<file path="src/rtl/mmio_store_fifo.sv">
// Memory-mapped store FIFO: core stores to DATA are queued and drained to an
// external consumer over valid/ready; STATUS and SENT are readable for polling.
module mmio_store_fifo #(
  parameter int          DEPTH     = 4,
  parameter logic [15:0] MMIO_BASE = 16'hFFFF
) (
  input  logic        clock,
  input  logic        reset,
  input  logic [31:0] addr,
  input  logic [31:0] wdata,
  input  logic        mem_write,
  input  logic        mem_read,
  output logic        is_mmio,
  output logic [31:0] rdata,
  output logic        stall,
  output logic        out_valid,
  output logic [31:0] out_data,
  input  logic        out_ready
);

  localparam int             AW       = $clog2(DEPTH);
  localparam logic [AW:0]    FULL_CNT = (AW + 1)'(DEPTH);
  localparam logic [AW-1:0]  PTR_ONE  = AW'(1);

  // Handshake: a word leaves the FIFO on any rising edge where out_valid and
  // out_ready are both high; out_valid/out_data depend only on stored state.

  logic [31:0]   mem_q [DEPTH];
  logic [AW-1:0] rd_ptr_q, rd_ptr_d;
  logic [AW-1:0] wr_ptr_q, wr_ptr_d;
  logic [AW:0]   count_q, count_d;
  logic [31:0]   sent_q, sent_d;

  logic sel_data, sel_status, sel_sent, sel_ctrl;
  logic full, empty, deq, enq, data_store, flush;

  // Registers live in the first 16 bytes of the region; everything else is a hole.
  assign is_mmio    = (addr[31:16] == MMIO_BASE);
  assign sel_data   = is_mmio && (addr[15:0] == 16'h0000);
  assign sel_status = is_mmio && (addr[15:0] == 16'h0004);
  assign sel_sent   = is_mmio && (addr[15:0] == 16'h0008);
  assign sel_ctrl   = is_mmio && (addr[15:0] == 16'h000C);

  assign full       = (count_q == FULL_CNT);
  assign empty      = (count_q == '0);
  assign out_valid  = !empty;
  assign out_data   = mem_q[rd_ptr_q];

  assign deq        = out_valid && out_ready;
  assign data_store = sel_data && mem_write;
  assign enq        = data_store && (!full || deq);
  assign stall      = data_store && full && !deq;
  assign flush      = sel_ctrl && mem_write && wdata[0];

  always_comb begin
    rd_ptr_d = rd_ptr_q;
    wr_ptr_d = wr_ptr_q;
    count_d  = count_q;
    sent_d   = sent_q;
    if (deq) begin
      sent_d = sent_q + 32'd1;
    end
    if (flush) begin
      rd_ptr_d = '0;
      wr_ptr_d = '0;
      count_d  = '0;
    end else begin
      if (deq) rd_ptr_d = rd_ptr_q + PTR_ONE;
      if (enq) wr_ptr_d = wr_ptr_q + PTR_ONE;
      count_d = count_q + {{AW{1'b0}}, enq} - {{AW{1'b0}}, deq};
    end
  end

  always_ff @(posedge clock) begin
    if (reset) begin
      rd_ptr_q <= '0;
      wr_ptr_q <= '0;
      count_q  <= '0;
      sent_q   <= '0;
    end else begin
      rd_ptr_q <= rd_ptr_d;
      wr_ptr_q <= wr_ptr_d;
      count_q  <= count_d;
      sent_q   <= sent_d;
    end
  end

  // Storage has no reset; contents are only visible through count-qualified reads.
  always_ff @(posedge clock) begin
    if (enq) mem_q[wr_ptr_q] <= wdata;
  end

  always_comb begin
    rdata = '0;
    if (mem_read) begin
      if (sel_data)   rdata = out_valid ? out_data : 32'd0;
      if (sel_status) rdata = {16'h0000, 8'(count_q), 6'b000000, full, empty};
      if (sel_sent)   rdata = sent_q;
    end
  end

endmodule

</file>
<file path="config.mk">
export PLATFORM = sky130hd
export DESIGN_NAME = mmio_store_fifo
export DESIGN_NICKNAME = d
export VERILOG_FILES = /design/src/rtl/mmio_store_fifo.sv
export SDC_FILE = /design/constraint.sdc
export NUM_CORES = 1
export LEC_CHECK = 0
export CORE_ASPECT_RATIO = 1.2
export CORE_UTILIZATION = 47
export DETAILED_ROUTE_END_ITERATION = 12
export PLACE_DENSITY = 0.77
export SYNTH_ARGS = -nofsm -noshare
export SYNTH_HDL_FRONTEND = slang
export SYNTH_SLANG_ARGS = --single-unit
</file>
<file path="constraint.sdc">
create_clock -name clock -period 3.3 [get_ports clock]
set_input_delay 0.99 -clock clock [delete_from_list [all_inputs] [get_ports clock]]
set_output_delay 0.99 -clock clock [all_outputs]
set_load 0.02 [all_outputs]
</file>
Word level (Yosys, flattened, before mapping) --
Memories as Yosys holds them, arrays and structs flattened. A register that Yosys moved wholly into a read port is not among the register bits. Cells that the tools add are included.
Storage, ports and cells: register bits 39, bits in latches 0, RAM bits 128, memory bits (read-only) 0, bits of input ports 69, output and inout bits 67, memories kept 1
Memory list:
- mem_q | words 4, bits a word 32, read ports 1, clocked after Yosys merged registers in 1, write ports 1, line 28 | logic [31:0] mem_q [DEPTH];
Cells by class: add/sub/neg operators 5, multiply operators 0, divide/modulo/power cells 0, $lt $le $gt $ge 0, equality and inequality tests 5, shifts and indexed selects 0, mux-type cells 9, bitwise operators 0, reduce and logical (&&, ||, !) cells 18
Operator list (count):
- 32-bit 2-to-1 mux | 5
- 32-bit by 1-bit adder with 32-bit output (second input constant) | 1
- 16-bit by 4-bit equality test with 1-bit output (second input constant) | 2
- 16-bit equality test (second input constant) | 1
- 16-bit by 3-bit equality test with 1-bit output (second input constant) | 1
- 16-bit zero test | 1
- 1-bit logical AND | 11
- 2-bit by 1-bit adder with 2-bit output (second input constant) | 2
- 2-bit 2-to-1 mux | 2
- 3-bit by 1-bit adder with 3-bit output | 1
- 3-bit equality test (second input constant) | 1
- 1-bit zero test | 3
- 3-bit zero test | 1
- 3-bit by 1-bit subtractor with 3-bit output | 1
- 1-bit 2-to-1 mux | 2
- 2-bit OR reduction | 1
- 1-bit logical OR | 1

Logic depth before layout (Yosys ltp) --
word-level depth 7, depth in mapped cells 13

Least setup slack after synthesis --
OpenSTA, ideal clock, no wires.
path kind input -> output, start point input port addr[30], end point output port rdata[0], arrival 2.519 ns, required time 2.310 ns, slack -0.209 ns, stages on the path 6, buffers on the path 1, cell sequence nand4_1 -> or4_4 -> inv_2 -> nand4_2 -> clkbuf_1 -> a21oi_1
Between the ends: longest elaborated chain between the ends 6
Ends and longest elaborated chain:
- from (decl) | line 9 | input logic [31:0] addr,
- 16-bit equality test (*) | line 38 | assign is_mmio = (addr[31:16] == MMIO_BASE);
- net is_mmio | line 13 | output logic is_mmio,
- 1-bit logical AND | line 39 | assign sel_data = is_mmio && (addr[15:0] == 16'h0000);
- 32-bit 2-to-1 mux | line 96 | if (sel_data) rdata = out_valid ? out_data : 32'd0;
- 32-bit 2-to-1 mux | line 97 | if (sel_status) rdata = {16'h0000, 8'(count_q), 6'b000000, full, empty};
- 32-bit 2-to-1 mux (*) | line 98 | if (sel_sent) rdata = sent_q;
- 32-bit 2-to-1 mux (*) | line 95 | if (mem_read) begin
- to (decl) | line 14 | output logic [31:0] rdata,
The timed path passes the listed nets; every way through them passes the cells marked *.

Worst setup path after layout --
start point input port addr[22], end point output port rdata[6]
Between the ends: longest elaborated chain between the ends 6
Ends and longest elaborated chain (line):
- 16-bit equality test (*) | 38
- 1-bit logical AND | 39
- 32-bit 2-to-1 mux | 96
- 32-bit 2-to-1 mux | 97
- 32-bit 2-to-1 mux (*) | 98
- 32-bit 2-to-1 mux (*) | 95
Mark *: on every way between the ends. The rest lies on a longest branch, timed or not.

==> results_dict.tcl <==
set metrics [dict create \
    synthMuxAreaShare_pct 10.2 \
    initial_core_util_pct 48.1 \
    grt_pass1_vias 5350 \
    clk_pin_slew_worst_paths_ns 0.07 \
    power_w 0.00472 \
    r2r_start "count_q[2]" \
    post_drt_wl_per_cell_um 21.2 \
    num_vias 5271 \
    worstPathMaxFanout 7 \
    htree_levels 4 \
    gp_congestion 0.844 \
    cts-buffers-inserted 17 \
    die_w_um 115 \
    synth_xor_xnor_area_share_pct 1.22 \
    static-leakage-power_nw 3.26 \
    ys_ff_latch 169 \
    synth_area_leader_cell "edfxtp_1" \
    synth_cell_types 42 \
    cts.sinks 169 \
    grt_pass1_wl_mm 28.8 \
    maxSlewHeadroom_pct 71.2 \
    required_ns 2.31 \
    route.detailed.drc 0 \
    cpPeakStageDelay_ns 0.57 \
    clock_latency_ns 0.42 \
    yosys.area_share.simple_pct 11.8 \
    slowest_stage "or4_4" \
    ys_seq_area_share_pct 64.8 \
    diodes 0 \
    clock-root-buffer "clkbuf_16" \
    clk_path_buf_depth 2 \
    cellPowerDensity_nw_per_um2 465 \
    min_path_cells 2 \
    dp_hpwl_mm 11.8 \
    fin_area_sq_um 10100 \
    core_sq_um 15000 \
    holdPathEnd "sent_q[25]" \
    ys_top_cells_by_area "edfxtp_1 53%, dfxtp_1 11%, mux4_2 10%" \
    fmax_mhz 288 \
    cap_viol_max_count 0 \
    synth_compound_area_share_pct 8.16 \
    synth-adder-area-share_pct 1.50 \
    synth_top_area_share_pct 53.4 \
    violations "negative setup slack" \
    synth_top_family_by_area "simple AND/OR/NAND/NOR gates" \
    io_buffers 135 \
    min_period_ns 3.48 \
    multiInputGateArea_sq_um 2670 \
    hold-worst-slack_ns 0.514 \
    drive_gt1_share_pct 31.1 \
    drtIter0Drc 387 \
    antenna_found_initial 0 \
    hold_path.class "reg -> reg" \
    dieArea_sq_um 15800 \
    rsz0062_at_grt "yes" \
    antenna_left 0 \
    dr.pass1.iters 5 \
    grt_start_max_net_pins 41 \
    overflow 0 \
    viasPerCell 5.93 \
    synth_fp_nets 580 \
    worstSetupPathType "in -> out" \
    track_usage_pct 24.8 \
    hp-start "sent_q[25]" \
    peakVddDrop_mv 0.391 \
    arrival_ns 2.49 \
    tns_ns -4.12 \
    fillerInstances 1030 \
    worst_pin_slew_ns 0.432 \
    crit_buf_inv 5 \
    worst_slack_ns -0.175 \
    regArea_sq_um 4670 \
    cts_tree "yes" \
    synthesis.area_sq_um 7200 \
    setup_violations 34 \
    nets 749 \
    ff2ff_setup_slack_ns 0.49 \
    timing.final.crit_share_pct 105 \
    synth_area_per_cell_sq_um 14.3 \
    place_area_sq_um 9180 \
    layout-area-overhead-vs-synth_pct 41.1 \
    start_kind "primary input" \
    clock_skew_ns 0.00883 \
    cts_hold_buf 0 \
    netlist_instances 503 \
    report.final.slew_viol_count 0 \
    die_h_um 138 \
    utilization_pct 67.8 \
    worstPathCellList "buf_6, nand4_1, or4_4, clkinv_4, nand4_4, buf_12, buf_12, nor2_4, buf_6" \
    num_io_pins 136 \
    regToRegEndpoint "count_q[2]" \
    finalHoldViolCount 0 \
    yosys_warnings 0 \
    status "complete, but fails checks" \
    num_rows 49 \
    reg2reg_depth 12 \
    endpoint_kind "output port" \
    crit_family "simple AND/OR/NAND/NOR gates" \
    drt_wl_total_mm 18.8 \
]
## cells in the final DEF (no fill, tap or decap), types with 3 or more instances in the layout
cell type,instances
a21oi_1,27
a22oi_1,27
and2_1,10
and4_1,6
buf_12,13
buf_2,7
buf_4,36
buf_6,37
bufinv_16,4
clkbuf_16,17
clkbuf_2,4
clkdlybuf4s15_1,3
clkdlybuf4s50_1,72
clkinv_2,3
dfxtp_1,39
dlygate4sd2_1,8
edfxtp_1,128
ha_1,7
inv_1,8
inv_6,6
mux4_2,32
nand2_1,15
nand3_1,10
nand4_1,19
nor2_1,13
nor2_2,3
nor2_4,22
nor3_1,6
o21ai_0,7
o31ai_1,20
or3_1,7
or4_1,18
xnor2_1,4
xor2_1,6
## per-stage QoR
step	std cells	setup slack, ns
4_1_cts	889	-0.208
3_5_place_dp	851	-1.09
2_1_floorplan	503	-0.128
6_report	889	-0.175
5_1_grt	889	-0.257
3_3_place_gp	851	-1.01
## state kept, by name, indices dropped and copies added, names as in the netlist, named ones only
name	cells
mem_q	128
sent_q	32
count_q	3
rd_ptr_q	2
wr_ptr_q	2
## synthesized netlist by cell type
library cell / number
edfxtp_1: 128
dfxtp_1: 41
nor2_1: 38
mux4_2: 32
a21oi_1: 29
a22oi_1: 28
clkbuf_1: 22
o31ai_1: 20
nand4_1: 19
or4_1: 18
nand2_1: 16
and2_1: 10
nand3_1: 10
buf_2: 8
inv_1: 8
ha_1: 7
nor3_1: 7
o21ai_0: 7
or3_1: 7
and4_1: 6
xor2_1: 6
and3_1: 4
nor4_1: 4
xnor2_1: 4
a31oi_1: 2
buf_1: 2
inv_2: 2
nand3b_1: 2
nor2b_1: 2
nor3b_1: 2
a21boi_0: 1
a221oi_1: 1
a32oi_1: 1
and3b_1: 1
clkbuf_2: 1
fa_1: 1
mux2i_1: 1
nand4_2: 1
nor3_2: 1
o31a_1: 1
or4_4: 1
or4b_2: 1
## where the power goes
part           leakage, nW  switching, W  internal (W)
logic                 1.46      0.000143      0.000154
registers             1.48    0.00000888       0.00229
clock network        0.312      0.000849       0.00128
## layer usage
metal	wire (um)	GRT usage (%)	vias to the layer above	share of wire, %
li1	-	-	2353	-
met1	7310	30.2	2668	39
met2	10200	44.3	218	54
met3	967	4.53	32	5.1
met4	329	8.37	0	1.7
met5	0	0	-	0
## cell families (layout without fill, tap and decap cells)
family	after synthesis	after routing
AND/OR/NAND/NOR	150	150
adder cells (fa/ha/maj)	8	8
XOR/XNOR	10	10
buffers and inverters	43	225
multiplexers	33	33
AO/OA/AOI/OAI	90	90
flip-flops	169	169
## worst reg2reg max path, stage by stage, from the launching register on
cell and delay (ns):
dfxtp_1 0.46, or4b_4 0.54, and2_1 0.22, and3_4 0.16, inv_1 0.06, ha_1 0.22
inv_1 0.07, ha_1 0.13, inv_1 0.05, fa_2 0.34, xor2_1 0.16, xnor2_1 0.13
nor3_1 0.18
## worst max path at each step
stage                     startpoint        end  slack (ns)  cells past startpoint
after floorplan             addr[30]  rdata[11]       -0.13                      6
after global placement      addr[26]  rdata[19]       -1.01                      8
after detailed placement    addr[26]   rdata[0]       -1.09                      8
after CTS                   addr[22]   rdata[0]       -0.21                      9
after global routing        addr[10]   rdata[6]       -0.26                      8
final                       addr[22]   rdata[6]       -0.18                      9
## layout make-up
class | instances | area share [%]
flip-flops and latches | 169 | 46.0
inverters | 10 | 0.419
clock inverters | 15 | 2.08
repair buffers | 183 | 18.5
clock buffers | 17 | 4.19
well taps | 204 | 2.51
multi-input cells | 291 | 26.3
## repair_timing
item | in CTS | in global routing
gates cloned | 2 | 0
pin swaps | 25 | 17
gates resized for setup | 313 | 26
buffers inserted | 4 | 1
setup endpoints to repair | 36 | 44
Power figures use the tool's default switching activity.
